**src/rtl/time_sync_pkg.sv**
```systemverilog
// ----------------------------------------------------------------------------
// time_sync_pkg
//   Shared constants for the sync receive path: ToD field layout, nanoseconds
//   per second, default sync identifier width and lock FSM state encodings.
//   ToD format (96 bits): {sec[47:0], ns[31:0], fns[15:0]}.
// ----------------------------------------------------------------------------
package time_sync_pkg;

   localparam int TOD_WIDTH = 96;

   localparam int FNS_LSB = 0;
   localparam int FNS_MSB = 15;
   localparam int NS_LSB  = 16;
   localparam int NS_MSB  = 47;
   localparam int SEC_LSB = 48;
   localparam int SEC_MSB = 95;

   localparam int IDENTIFIER_WIDTH = 16;

   localparam logic signed [63:0] NS_PER_SEC = 64'sd1_000_000_000;

   // Lock FSM encodings, kept as plain constants so existing CSR decode that
   // reads the raw state value stays compatible.
   localparam logic [1:0] LOCK_UNLOCKED  = 2'd0;
   localparam logic [1:0] LOCK_ACQUIRING = 2'd1;
   localparam logic [1:0] LOCK_LOCKED    = 2'd2;

endpackage

```
**src/rtl/time_sync_offset_calc.sv**
```systemverilog
// ----------------------------------------------------------------------------
// time_sync_offset_calc
//   Three-stage offset pipeline: S1 field differences, S2 64-bit signed offset
//   minus the fixed link delay, S3 saturation to OFFSET_WIDTH. Also classifies
//   the sample being loaded into S3 so the lock FSM can update on that edge.
// Ports
//   clk, rst          clock, async active-high reset (flushes every stage)
//   i_valid           accepted message entering S1
//   i_port            receiving interface of the message
//   i_tx_sec/i_tx_ns  master TX time (seconds / nanoseconds)
//   i_rx_sec/i_rx_ns  local RX time (seconds / nanoseconds)
//   o_valid           one-cycle pulse, new sample on the outputs
//   o_offset_ns       signed saturated offset (held between pulses)
//   o_port            port of the sample (held)
//   o_range_err       sample out of range or saturated (held)
//   o_result          S3 loads a sample on the coming edge
//   o_good            that sample is in range and within the threshold
// ----------------------------------------------------------------------------
module time_sync_offset_calc
   import time_sync_pkg::*;
#(
   parameter int PORT_ID_WIDTH    = 4,
   parameter int LINK_DELAY_NS    = 0,
   parameter int OFFSET_WIDTH     = 32,
   parameter int OFFSET_THRESH_NS = 100
) (
   input  logic                           clk,
   input  logic                           rst,
   input  logic                           i_valid,
   input  logic [PORT_ID_WIDTH-1:0]       i_port,
   input  logic [47:0]                    i_tx_sec,
   input  logic [31:0]                    i_tx_ns,
   input  logic [47:0]                    i_rx_sec,
   input  logic [31:0]                    i_rx_ns,
   output logic                           o_valid,
   output logic signed [OFFSET_WIDTH-1:0] o_offset_ns,
   output logic [PORT_ID_WIDTH-1:0]       o_port,
   output logic                           o_range_err,
   output logic                           o_result,
   output logic                           o_good
);

   localparam logic signed [63:0] LINK_DELAY_S = 64'(LINK_DELAY_NS);
   localparam logic signed [63:0] SAT_MAX      = (64'sd1 <<< (OFFSET_WIDTH - 1)) - 64'sd1;
   localparam logic signed [63:0] SAT_MIN      = -(64'sd1 <<< (OFFSET_WIDTH - 1));
   localparam logic signed [OFFSET_WIDTH-1:0] MAX_OW   = {1'b0, {(OFFSET_WIDTH-1){1'b1}}};
   localparam logic signed [OFFSET_WIDTH-1:0] MIN_OW   = {1'b1, {(OFFSET_WIDTH-1){1'b0}}};
   localparam logic signed [OFFSET_WIDTH-1:0] THRESH_S = OFFSET_WIDTH'(OFFSET_THRESH_NS);

   // ---------------- S1: field differences ----------------
   logic signed [48:0]       w_sec_d;
   logic signed [32:0]       w_ns_d;
   logic                     r_s1_valid;
   logic [PORT_ID_WIDTH-1:0] r_s1_port;
   logic signed [48:0]       r_s1_sec_d;
   logic signed [32:0]       r_s1_ns_d;

   // Zero-extend before subtracting so the borrow lands in the sign bit.
   assign w_sec_d = $signed({1'b0, i_rx_sec}) - $signed({1'b0, i_tx_sec});
   assign w_ns_d  = $signed({1'b0, i_rx_ns})  - $signed({1'b0, i_tx_ns});

   // NOTE: sequential state uses non-blocking assignments so every stage
   // samples the previous stage's pre-edge value.
   always_ff @(posedge clk or posedge rst) begin
      if (rst) begin
         r_s1_valid <= 1'b0;
         r_s1_port  <= '0;
         r_s1_sec_d <= '0;
         r_s1_ns_d  <= '0;
      end else begin
         r_s1_valid <= i_valid;
         if (i_valid) begin
            r_s1_port  <= i_port;
            r_s1_sec_d <= w_sec_d;
            r_s1_ns_d  <= w_ns_d;
         end
      end
   end

   // ---------------- S2: 64-bit offset ----------------
   // Only sec_d in {-1,0,+1} yields a usable offset, so the seconds term is a
   // three-way select rather than a multiplier.
   logic                     w_sec_ok;
   logic signed [63:0]       w_sec_term;
   logic signed [63:0]       w_off64;
   logic                     r_s2_valid;
   logic [PORT_ID_WIDTH-1:0] r_s2_port;
   logic signed [63:0]       r_s2_off;
   logic                     r_s2_sec_ok;
   logic                     r_s2_sec_neg;

   assign w_sec_ok   = (r_s1_sec_d == 49'sd0) || (r_s1_sec_d == 49'sd1) || (r_s1_sec_d == -49'sd1);
   assign w_sec_term = (r_s1_sec_d == 49'sd1)  ? NS_PER_SEC  :
                       (r_s1_sec_d == -49'sd1) ? -NS_PER_SEC : 64'sd0;
   assign w_off64    = $signed({{31{r_s1_ns_d[32]}}, r_s1_ns_d}) + w_sec_term - LINK_DELAY_S;

   always_ff @(posedge clk or posedge rst) begin
      if (rst) begin
         r_s2_valid   <= 1'b0;
         r_s2_port    <= '0;
         r_s2_off     <= '0;
         r_s2_sec_ok  <= 1'b0;
         r_s2_sec_neg <= 1'b0;
      end else begin
         r_s2_valid <= r_s1_valid;
         if (r_s1_valid) begin
            r_s2_port    <= r_s1_port;
            r_s2_off     <= w_off64;
            r_s2_sec_ok  <= w_sec_ok;
            r_s2_sec_neg <= r_s1_sec_d[48];
         end
      end
   end

   // ---------------- S3: saturation ----------------
   logic                           w_sat_err;
   logic signed [OFFSET_WIDTH-1:0] w_sat_off;

   // NOTE: every always_comb output gets a default first so no path can
   // infer a latch.
   always_comb begin
      w_sat_err = 1'b0;
      w_sat_off = r_s2_off[OFFSET_WIDTH-1:0];
      if (!r_s2_sec_ok) begin
         w_sat_err = 1'b1;
         w_sat_off = r_s2_sec_neg ? MIN_OW : MAX_OW;
      end else if (r_s2_off > SAT_MAX) begin
         w_sat_err = 1'b1;
         w_sat_off = MAX_OW;
      end else if (r_s2_off < SAT_MIN) begin
         w_sat_err = 1'b1;
         w_sat_off = MIN_OW;
      end
   end

   assign o_result = r_s2_valid;
   assign o_good   = r_s2_valid & ~w_sat_err &
                     (w_sat_off <= THRESH_S) & (w_sat_off >= -THRESH_S);

   always_ff @(posedge clk or posedge rst) begin
      if (rst) begin
         o_valid     <= 1'b0;
         o_offset_ns <= '0;
         o_port      <= '0;
         o_range_err <= 1'b0;
      end else begin
         o_valid <= r_s2_valid;
         if (r_s2_valid) begin
            o_offset_ns <= w_sat_off;
            o_port      <= r_s2_port;
            o_range_err <= w_sat_err;
         end
      end
   end

endmodule

```
**src/rtl/time_sync_receiver.sv**
```systemverilog
// ----------------------------------------------------------------------------
// time_sync_receiver
//   Receive-side sync message consumer. Filters by source ID, captures the
//   accepted message, computes the clock offset (time_sync_offset_calc), and
//   tracks lock state with a no-result watchdog.
// Ports
//   clk, rst          clock, async active-high reset
//   s_sync_*          decoded sync message stream (never backpressured)
//   offset_valid      one-cycle pulse, new offset sample
//   offset_ns         signed rx - tx - LINK_DELAY_NS, saturated
//   offset_port       port of the sample
//   offset_range_err  qualifies offset_valid: out of range or saturated
//   sync_locked       lock FSM is LOCKED
//   sync_rx_count     accepted syncs, saturating
//   sync_drop_count   ID-mismatched syncs, saturating
// ----------------------------------------------------------------------------
module time_sync_receiver
   import time_sync_pkg::*;
#(
   parameter int                          PORT_ID_WIDTH    = 4,
   parameter int                          IDENTIFIER_WIDTH = time_sync_pkg::IDENTIFIER_WIDTH,
   parameter logic [IDENTIFIER_WIDTH-1:0] EXPECTED_SRC_ID  = 16'h1176,
   parameter int                          LINK_DELAY_NS    = 0,
   parameter int                          OFFSET_WIDTH     = 32,
   parameter int                          OFFSET_THRESH_NS = 100,
   parameter int                          LOCK_COUNT       = 4,
   parameter int                          TIMEOUT_CYCLES   = 750000
) (
   input  logic                           clk,
   input  logic                           rst,
   input  logic                           s_sync_valid,
   output logic                           s_sync_ready,
   input  logic [IDENTIFIER_WIDTH-1:0]    s_sync_src_id,
   input  logic [PORT_ID_WIDTH-1:0]       s_sync_port,
   input  logic [TOD_WIDTH-1:0]           s_sync_tx_tod,
   input  logic [TOD_WIDTH-1:0]           s_sync_rx_tod,
   output logic                           offset_valid,
   output logic signed [OFFSET_WIDTH-1:0] offset_ns,
   output logic [PORT_ID_WIDTH-1:0]       offset_port,
   output logic                           offset_range_err,
   output logic                           sync_locked,
   output logic [31:0]                    sync_rx_count,
   output logic [31:0]                    sync_drop_count
);

   localparam int WD_W  = $clog2(TIMEOUT_CYCLES + 1);
   localparam int CNT_W = $clog2(LOCK_COUNT + 1);
   localparam logic [WD_W-1:0]  WD_LAST  = WD_W'(TIMEOUT_CYCLES - 1);
   localparam logic [WD_W-1:0]  WD_TERM  = WD_W'(TIMEOUT_CYCLES);
   localparam logic [CNT_W-1:0] LOCK_CNT = CNT_W'(LOCK_COUNT);

   // ---------------- handshake and filter ----------------
   logic w_xfer;
   logic w_accept;
   logic w_drop;
   logic w_unused_fns;

   assign s_sync_ready = ~rst;
   assign w_xfer       = s_sync_valid & s_sync_ready;
   assign w_accept     = w_xfer & (s_sync_src_id == EXPECTED_SRC_ID);
   assign w_drop       = w_xfer & (s_sync_src_id != EXPECTED_SRC_ID);
   // Fractional nanoseconds do not contribute to the offset.
   assign w_unused_fns = ^{s_sync_tx_tod[FNS_MSB:FNS_LSB], s_sync_rx_tod[FNS_MSB:FNS_LSB]};

   // Capture stage: registers the accepted message on the transfer edge.
   logic                     r_cap_valid;
   logic [PORT_ID_WIDTH-1:0] r_cap_port;
   logic [47:0]              r_cap_tx_sec;
   logic [31:0]              r_cap_tx_ns;
   logic [47:0]              r_cap_rx_sec;
   logic [31:0]              r_cap_rx_ns;

   always_ff @(posedge clk or posedge rst) begin
      if (rst) begin
         r_cap_valid  <= 1'b0;
         r_cap_port   <= '0;
         r_cap_tx_sec <= '0;
         r_cap_tx_ns  <= '0;
         r_cap_rx_sec <= '0;
         r_cap_rx_ns  <= '0;
      end else begin
         r_cap_valid <= w_accept;
         if (w_accept) begin
            r_cap_port   <= s_sync_port;
            r_cap_tx_sec <= s_sync_tx_tod[SEC_MSB:SEC_LSB];
            r_cap_tx_ns  <= s_sync_tx_tod[NS_MSB:NS_LSB];
            r_cap_rx_sec <= s_sync_rx_tod[SEC_MSB:SEC_LSB];
            r_cap_rx_ns  <= s_sync_rx_tod[NS_MSB:NS_LSB];
         end
      end
   end

   // ---------------- counters ----------------
   always_ff @(posedge clk or posedge rst) begin
      if (rst) begin
         sync_rx_count   <= '0;
         sync_drop_count <= '0;
      end else begin
         if (w_accept && (sync_rx_count != 32'hFFFF_FFFF))
            sync_rx_count <= sync_rx_count + 32'd1;
         if (w_drop && (sync_drop_count != 32'hFFFF_FFFF))
            sync_drop_count <= sync_drop_count + 32'd1;
      end
   end

   // ---------------- offset pipeline ----------------
   logic w_result;
   logic w_good;

   time_sync_offset_calc #(
      .PORT_ID_WIDTH    (PORT_ID_WIDTH),
      .LINK_DELAY_NS    (LINK_DELAY_NS),
      .OFFSET_WIDTH     (OFFSET_WIDTH),
      .OFFSET_THRESH_NS (OFFSET_THRESH_NS)
   ) u_offset_calc (
      .clk         (clk),
      .rst         (rst),
      .i_valid     (r_cap_valid),
      .i_port      (r_cap_port),
      .i_tx_sec    (r_cap_tx_sec),
      .i_tx_ns     (r_cap_tx_ns),
      .i_rx_sec    (r_cap_rx_sec),
      .i_rx_ns     (r_cap_rx_ns),
      .o_valid     (offset_valid),
      .o_offset_ns (offset_ns),
      .o_port      (offset_port),
      .o_range_err (offset_range_err),
      .o_result    (w_result),
      .o_good      (w_good)
   );

   // ---------------- watchdog ----------------
   // Expiry is the edge on which the count reaches TIMEOUT_CYCLES; the count
   // then holds at terminal, which keeps forcing UNLOCKED harmlessly.
   logic [WD_W-1:0] r_wd_cnt;
   logic            w_wd_expire;

   assign w_wd_expire = (r_wd_cnt >= WD_LAST);

   always_ff @(posedge clk or posedge rst) begin
      if (rst)
         r_wd_cnt <= '0;
      else if (w_result)
         r_wd_cnt <= '0;
      else if (r_wd_cnt != WD_TERM)
         r_wd_cnt <= r_wd_cnt + 1'b1;
   end

   // ---------------- lock FSM ----------------
   // Updates on the same edge that loads S3, so sync_locked changes together
   // with the offset_valid pulse. A result always takes priority over expiry.
   logic [1:0]       r_lock_state;
   logic [CNT_W-1:0] r_lock_cnt;

   always_ff @(posedge clk or posedge rst) begin
      if (rst) begin
         r_lock_state <= LOCK_UNLOCKED;
         r_lock_cnt   <= '0;
      end else if (w_result) begin
         case (r_lock_state)
            LOCK_UNLOCKED: begin
               if (w_good) begin
                  r_lock_cnt   <= CNT_W'(1);
                  r_lock_state <= (LOCK_COUNT == 1) ? LOCK_LOCKED : LOCK_ACQUIRING;
               end
            end
            LOCK_ACQUIRING: begin
               if (w_good) begin
                  r_lock_cnt <= r_lock_cnt + 1'b1;
                  if (r_lock_cnt + 1'b1 == LOCK_CNT)
                     r_lock_state <= LOCK_LOCKED;
               end else begin
                  r_lock_cnt   <= '0;
                  r_lock_state <= LOCK_UNLOCKED;
               end
            end
            LOCK_LOCKED: begin
               if (!w_good) begin
                  r_lock_cnt   <= '0;
                  r_lock_state <= LOCK_UNLOCKED;
               end
            end
            default: begin
               r_lock_cnt   <= '0;
               r_lock_state <= LOCK_UNLOCKED;
            end
         endcase
      end else if (w_wd_expire) begin
         r_lock_cnt   <= '0;
         r_lock_state <= LOCK_UNLOCKED;
      end
   end

   assign sync_locked = (r_lock_state == LOCK_LOCKED);

endmodule

```
**config.mk**
```make
export PLATFORM = sky130hd
export DESIGN_NAME = time_sync_receiver
export DESIGN_NICKNAME = d
export VERILOG_FILES = /design/src/rtl/time_sync_pkg.sv /design/src/rtl/time_sync_offset_calc.sv /design/src/rtl/time_sync_receiver.sv
export SDC_FILE = /design/constraint.sdc
export NUM_CORES = 1
export LEC_CHECK = 0
export ABC_AREA = 1
export CAP_MARGIN = 20
export CELL_PAD_IN_SITES_DETAIL_PLACEMENT = 1
export CELL_PAD_IN_SITES_GLOBAL_PLACEMENT = 2
export CORE_AREA = 2 2 289 291
export DETAILED_ROUTE_END_ITERATION = 10
export DIE_AREA = 0 0 291 293
export MAX_ROUTING_LAYER = met4
export PLACE_DENSITY_LB_ADDON = 0.1
export SLEW_MARGIN = 10
export SYNTH_ARGS = -nofsm -noshare
export SYNTH_HDL_FRONTEND = slang
export SYNTH_SLANG_ARGS = --single-unit
```
**constraint.sdc**
```tcl
create_clock -name clk -period 13.43 [get_ports clk]
set_input_delay 1.343 -clock clk [delete_from_list [all_inputs] [get_ports clk]]
set_output_delay 1.343 -clock clk [all_outputs]
set_load 0.01 [all_outputs]
```
==> results of run 1 <==
[metrics by stage]
step	hold WS, ns	instances	cell area (um^2)	total power, W	util
global placement	0.4588	4421	28390	0.001544	0.3468
floorplan	0.3519	3142	24450	0.001448	-
detailed placement	0.4628	4422	28400	0.001547	0.3470
finish	0.4738	4532	30350	0.003089	0.3708
global route	0.4951	4531	30350	0.003216	0.3708
CTS	0.4781	4529	30320	0.003155	0.3705
[power breakdown]
group          switching, W  total [W]  leakage [nW]  internal [W]
registers         0.0000156    0.00138          5.79       0.00137
logic             0.0000633   0.000137          7.90     0.0000734
clock network      0.000630    0.00157         0.946      0.000939
total              0.000709    0.00309          14.6       0.00238
[synth_stat cells, types with 3 or more instances]
library cell	count
a21o_1	6
a21oi_1	133
a31o_2	3
a31oi_1	59
and3_1	3
buf_1	8
buf_2	3
buf_4	3
buf_6	4
clkbuf_1	74
dfrtp_1	450
fa_1	3
ha_1	110
inv_1	324
inv_2	3
nand2_1	1002
nand2_2	6
nand2_4	3
nand3_1	110
nand3_2	6
nand3b_1	3
nand4_1	34
nor2_1	259
nor2_2	6
nor3_1	39
nor3_2	4
nor4_1	28
nor4b_1	3
o211ai_1	7
o21a_1	6
o21ai_0	247
o21ai_1	7
o21bai_1	7
o221ai_1	6
o31ai_1	14
or2_2	43
xnor2_1	36
xor2_1	54
[kinds of logic (layout without fill, tap and decap cells)]
| family | count (synthesis) | in the layout | synth area share |
|---|---|---|---|
| other | 0 | 2 | 0 |
| XOR/XNOR | 90 | 90 | 0.03225 |
| buffers and inverters | 421 | 739 | 0.06716 |
| AO/OA/AOI/OAI | 510 | 510 | 0.1153 |
| flip-flops | 450 | 450 | 0.4607 |
| AND/OR/NAND/NOR | 1558 | 1558 | 0.2659 |
| adder cells (fa/ha/maj) | 113 | 113 | 0.05876 |
[final timing paths]
| check | startpoint | to | slack, ns | depth (start not counted) |
|---|---|---|---|---|
| min in group asynchronous | rst | sync_rx_count[31]$_DFFE_PP0P_ | 1.13 | 2 |
| max in group asynchronous | rst | r_cap_tx_sec[37]$_DFFE_PP0P_ | 8.72 | 7 |
| min reg2reg | r_cap_rx_ns[10]$_DFFE_PP0P_ | r_cap_rx_ns[10]$_DFFE_PP0P_ | 0.47 | 2 |
| max | u_offset_calc.r_s1_sec_d[25]$_DFFE_PP0P_ | u_offset_calc.r_s2_off[63]$_DFFE_PP0P_ | 7.72 | 20 |
| max reg2reg | u_offset_calc.r_s1_sec_d[25]$_DFFE_PP0P_ | u_offset_calc.r_s2_off[63]$_DFFE_PP0P_ | 7.72 | 20 |
| min | r_cap_rx_ns[10]$_DFFE_PP0P_ | r_cap_rx_ns[10]$_DFFE_PP0P_ | 0.47 | 2 |
[cell type report]
| cell class | instances | area share |
|---|---|---|
| diodes | 2 | 0.0001649 |
| repair buffers | 304 | 0.09996 |
| flip-flops and latches | 450 | 0.3711 |
| well taps | 1070 | 0.04411 |
| inverters | 328 | 0.04069 |
| clock inverters | 26 | 0.009770 |
| multi-input cells | 2271 | 0.3806 |
| clock buffers | 81 | 0.05359 |
[routing by layer]
layer  part of all wire  vias up
li1                   -    10741
met1               0.46    10345
met2               0.50      227
met3              0.024       95
met4              0.020        0
met5                  0        -
[tightest hold or removal path: cells and delay by family (launching register included)]
kind             cells  cell delay (ns)
flip-flops           1             0.34
AND/OR/NAND/NOR      2             0.10
[cells in the final DEF (no fill, tap or decap), drive strengths merged, types with 14 or more instances in the layout]
| cell type | count |
|---|---|
| o21ai | 254 |
| nand3 | 116 |
| buf | 18 |
| nor4 | 30 |
| clkbuf | 81 |
| a21oi | 136 |
| nand4 | 34 |
| xnor2 | 36 |
| or2 | 43 |
| xor2 | 54 |
| a31oi | 59 |
| nand2 | 1011 |
| dfrtp | 450 |
| nor3 | 44 |
| inv | 329 |
| ha | 110 |
| nor2 | 265 |
| o31ai | 14 |
| clkdlybuf4s50 | 286 |
| clkinv | 16 |
[registers in the layout, indices dropped and copies added (netlist names), 32 cells and up]
register and count:
r_cap_rx_sec 48, r_cap_rx_ns 32, r_cap_tx_ns 32, r_cap_tx_sec 48, u_offset_calc.r_s2_off 64, sync_rx_count 32, sync_drop_count 32, u_offset_calc.r_s1_ns_d 33
u_offset_calc.o_offset_ns 32, u_offset_calc.r_s1_sec_d 49
==> results.md, run 1 <==
- FMAX: 0.1752 GHz
- FP Rows: about 110
- Post-synth top area share: 0.4607
- 1st-pass router iterations: 5
- Initial antenna violation count: 1
- Layout area overhead: 24.18%
- Routed len/inst: 17.01 um
- Clock Latency Late Sink: between 0.6 and 0.7 ns
- Effective utilization at floorplan: 0.2986
- First-pass GRT wire length: between 100000 and 150000 um
- Crit path launch type: flip-flop
- I/O pin cnt: around 320
- Die Footprint: roughly 85000 um^2
- Setup CP Type: reg -> reg
- Layout cells sized above 1: 0.05751
- Max stage delay on crit path: 0.79 ns
- Final net count: about 3700
- CTS resizes: 0
- Yosys cell types: 57
- DP HPWL: 59440 um
- CP top delay family: simple AND/OR/NAND/NOR gates
- Max cap viols: 0
- Port Buffers: approximately 290
- Synth Warn #: 0
- Asr flop ratio synth: 1.000
- Yosys reg bits: between 400 and 500
- GR peak layer: met2
- CTS tree: yes
- Final clock skew: about 0.018 ns
- Htree depth: 2
- Die W: roughly 290 um
- Num Clock Sinks: 450
- Synth area leaders: dfrtp_1, nand2_1, ha_1
- Slowest CP cell: nor2_1
- Register area: about 11000 um^2
- Slew HR: 0.3572
- Cell taking the most area after synthesis: dfrtp_1
- Routability congestion estimate: between 0.8 and 0.9
- Worst-path maximum fanout: 16
- Post-Synthesis Cells: ~3100
- Worst EP arrival: roughly 6.2 ns
- Fin. Hold Viols: 0
- Die Ht: around 290 um
- Fillcell total: between 9000 and 10000
- Worst-path clk slew: ~0.060 ns
- Leak Pwr: approximately 15 nW
- Final period utilization: 0.4250
- Required @ worst endpoint: 13.96 ns
- Post-synthesis sequential area ratio: 0.4607
- Post-synth EDFFs: 0
- Grt met2 use: 0.3230
- Via count of the first global-routing pass: about 23000
- Worst-margin pin slew: between 0.9 and 1 ns
- Max Root-Sink Buffers: 3
- Peak VDD IR: just under 0.07 mV
- Total wire length: 77110 um
- Drt drc: 0
- Post-CTS Setup Inserts: 0
- Syn avg cell area: 7.780 um^2
- Status: finished, final reports clean
- Syn Std Cell Area: 24440 um^2
- Min-Delay Path Class: reg -> reg
- Root buf cell: clkbuf_16
- Syn Nets: 3470
- Antenna-violating nets left: 0
- WP buf/inv: 1
- Crit. End Element: flip-flop
- Starting DRT DRC Count: roughly 860
- Core area: 81850 um^2
- Gr ovfl total: 0
- Count of final setup violators: 0
- TritonCTS Buffers: 57
- Pwr/cell area: between 100 and 150 nW/um^2
- Met1 usage: 0.2322
- Minimum clock period: 5.708 ns
- Multi-input logic area: between 10000 and 15000 um^2
- Setup WS pre-CTS: about 7.4 ns
- Setup TNS: 0 ns
- Hold Buf Count CTS: 0
- Crit-path cells: nor4_1 > nor4b_1 > nor4b_1 > nand4_1 > nor2_1 > ha_1 > nand2_1 > nor2_1 > a211oi_1 > nor2_1 > o21ai_1 > nand2_1 > a21oi_2 > inv_1 > a21oi_1 > o21a_1 > o21ai_1 > o21bai_1 > nand2_1 > o21ai_0
- RSZ-0062 raised after global routing: no
- M3 GR Usage: 0.02005
- Via/cell ratio: 4.724
- Fin. max-slew vios: 0
- Largest net degree at the start of global routing: ~170
- GRT Resource Usage Total: 0.1855
- Top FF cell, synth: dfrtp_1
- Via Count: 21408
- Fin worst setup slack: 7.722 ns
Power figures use the tool's default switching activity.
==> run 2, diff against run 1 <==
- clock period: 13.43 -> 4.65 ns (I/O delays scaled with it)
==> results.md, run 2 (synthesis gave the netlist of run 1 again) <==
- Crit path launch type: flip-flop
- WP buf/inv: 3
- Die W: 291 um
- Fillcell total: 9812
- Layout cells sized above 1: 0.06076
- Largest net degree at the start of global routing: 130
- Crit-path cells: nor4_1 > nor4b_2 > nor4b_4 > nand4_1 > o21ai_0 > ha_1 > inv_1 > fa_1 > nor2_1 > a211oi_1 > nor2_1 > o21ai_1 > nand2_1 > a21oi_2 > inv_1 > a21oi_2 > o21a_1 > o21ai_1 > o21bai_1 > nand2_1 > buf_4 > o21ai_0
- Final net count: ~3700
- Count of final setup violators: 0
- Effective utilization at floorplan: 0.2986
- Leak Pwr: about 15 nW
- Num Clock Sinks: between 400 and 500
- Core area: between 80000 and 90000 um^2
- Total wire length: approximately 76000 um
- Slowest CP cell: fa_1
- Drt drc: 0
- Worst-path clk slew: around 0.06 ns
- Worst path depth: 22
- Sw Share: 0.2202
- Post-DP Area: around 29000 um^2
- Slew HR: 0.2205
- Setup TNS: 0 ns
- R2R Setup Slk: about 0.45 ns
- Clk pwr share: 0.504
- FMAX: between 0.2 and 0.25 GHz
- Register share of total power: 0.453
- Max Root-Sink Buffers: 3
- Logic pwr share: 0.043
- NetSw: ~0.0019 W
- Min-Delay Path Class: in -> async
- Worst-margin pin slew: 1.159 ns
- Most flops, register: u_offset_calc.r_s2_off
- CP top delay family: simple AND/OR/NAND/NOR gates
- Finished Cell Area: approximately 30000 um^2
- Die Ht: between 200 and 300 um
- Worst EP arrival: about 4.7 ns
- Routed len/inst: approximately 17 um
- Crit. End Element: flip-flop
- Routability congestion estimate: 0.9211
- Required @ worst endpoint: 5.10 ns
- Htree depth: 2
- Pint: 0.006873 W
- Initial antenna violation count: 4
- Starting DRT DRC Count: ~760
- Fin util: 0.3718
- TritonCTS Buffers: 55
- Port Buffers: ~290
- Commonest non-fill, non-tap cell in the layout: nand2_1
- Via count of the first global-routing pass: 23261
- Fin. max-slew vios: 0
- Gr ovfl total: 0
- GRT Resource Usage Total: 0.1853
- Via/cell ratio: 4.716
- Fin. Hold Viols: 0
- Clock Latency Late Sink: just over 0.6 ns
- Peak VDD IR: 0.2322 mV
- Setup CP Type: reg -> reg
- Antenna-violating nets left: 0
- DP HPWL: around 60000 um
- FP Rows: between 100 and 150
- Worst-path maximum fanout: 7
- Minimum clock period: between 4 and 5 ns
- Post-placement cell count: around 4400
- 1st-pass router iterations: 4
- First-pass GRT wire length: approximately 130000 um
- FF-to-FF path depth: 22
- Status: finished, final reports clean
- Layout area overhead: 24.48%
- I/O pin cnt: ~320
- Biggest regs: u_offset_calc.r_s2_off x64, u_offset_calc.r_s1_sec_d x49
- Non-filler cells, final: 4530
- Max reg flops: 64
- Final clock skew: ~0.024 ns
- CTS tree: yes
- Max stage delay on crit path: roughly 0.4 ns
- Hold Buf Count CTS: 0
- Max cap viols: 0
- Root buf cell: clkbuf_16
- Final period utilization: 0.9039
- Pwr/cell area: 289.7 nW/um^2
- Die Footprint: between 80000 and 90000 um^2
- Via Count: 21363
- Commonest non-fill, non-tap cells in the layout: nand2_1, dfrtp_1, inv_1
## run 2: worst paths after layout
path                                                     endpoint                                     start
setup / recovery           u_offset_calc.r_s2_off[63]$_DFFE_PP0P_  u_offset_calc.r_s1_sec_d[25]$_DFFE_PP0P_
hold / removal                    sync_drop_count[23]$_DFFE_PP0P_                                       rst
setup reg to reg           u_offset_calc.r_s2_off[63]$_DFFE_PP0P_  u_offset_calc.r_s1_sec_d[25]$_DFFE_PP0P_
hold reg to reg               u_offset_calc.o_port[1]$_DFFE_PP0P_    u_offset_calc.r_s2_port[1]$_DFFE_PP0P_
max in group asynchronous            r_cap_tx_sec[34]$_DFFE_PP0P_                                       rst
min in group clk                     r_cap_rx_sec[22]$_DFFE_PP0P_                         s_sync_rx_tod[70]
## run 2: layout make-up
type / instances / area, um^2 / share of cell area
inverters: 328 / 1237 / 0.04067
clock buffers: 78 / 1605 / 0.05276
multi-input cells: 2271 / 11620 / 0.3820
repair buffers: 310 / 3093 / 0.1016
diodes: 4 / 10.01 / 0.0003290
clock inverters: 19 / 254.0 / 0.008347
well taps: 1070 / 1339 / 0.04400
flip-flops and latches: 450 / 11260 / 0.3702
## run 2: metrics by stage
| stage | hold slack (ns) | total power [W] | worst slack, ns |
|---|---|---|---|
| floorplan | 0.3519 | 0.004183 | -4.453 |
| finish | 0.1485 | 0.008815 | 0.4471 |
| global route | 0.1367 | 0.009177 | -0.07165 |
| CTS | 0.1036 | 0.009006 | 0.09847 |
| global placement | 0.4607 | 0.004451 | 0.02260 |
| detailed placement | 0.4635 | 0.004456 | -0.1070 |
## run 2: power by group through the flow
stage	Sequential [W]	Combinational, W	Clock [W]
CTS	0.00399	0.000395	0.00462
global route	0.00400	0.000425	0.00475
finish	0.00399	0.000382	0.00444
global placement	0.00406	0.000391	0
floorplan	0.00407	0.000114	0
detailed placement	0.00406	0.000395	0
## run 2: repair_timing
| action | in CTS | in global routing |
|---|---|---|
| gates resized for setup | 1 | 3 |
| setup endpoints to repair | 17 | 33 |
| pin swaps | 0 | 0 |
| setup buffers | 0 | 1 |
## run 2: worst register-to-register path: cells and delay by family, from the launching register on
kind                       cells  cell delay, ns
buffers and inverters          3            0.30
DFF                            1            0.40
and+or+nand+nor                8            1.58
adders and majority gates      2            0.63
AOI/OAI and AO/OA              9            1.17
## run 2: metal layers
| layer | global-route usage | part of all wire |
|---|---|---|
| met5 | - | 0 |
| met2 | 0.3175 | 0.49 |
| met3 | 0.01914 | 0.021 |
| met1 | 0.2304 | 0.46 |
| met4 | 0.05750 | 0.030 |
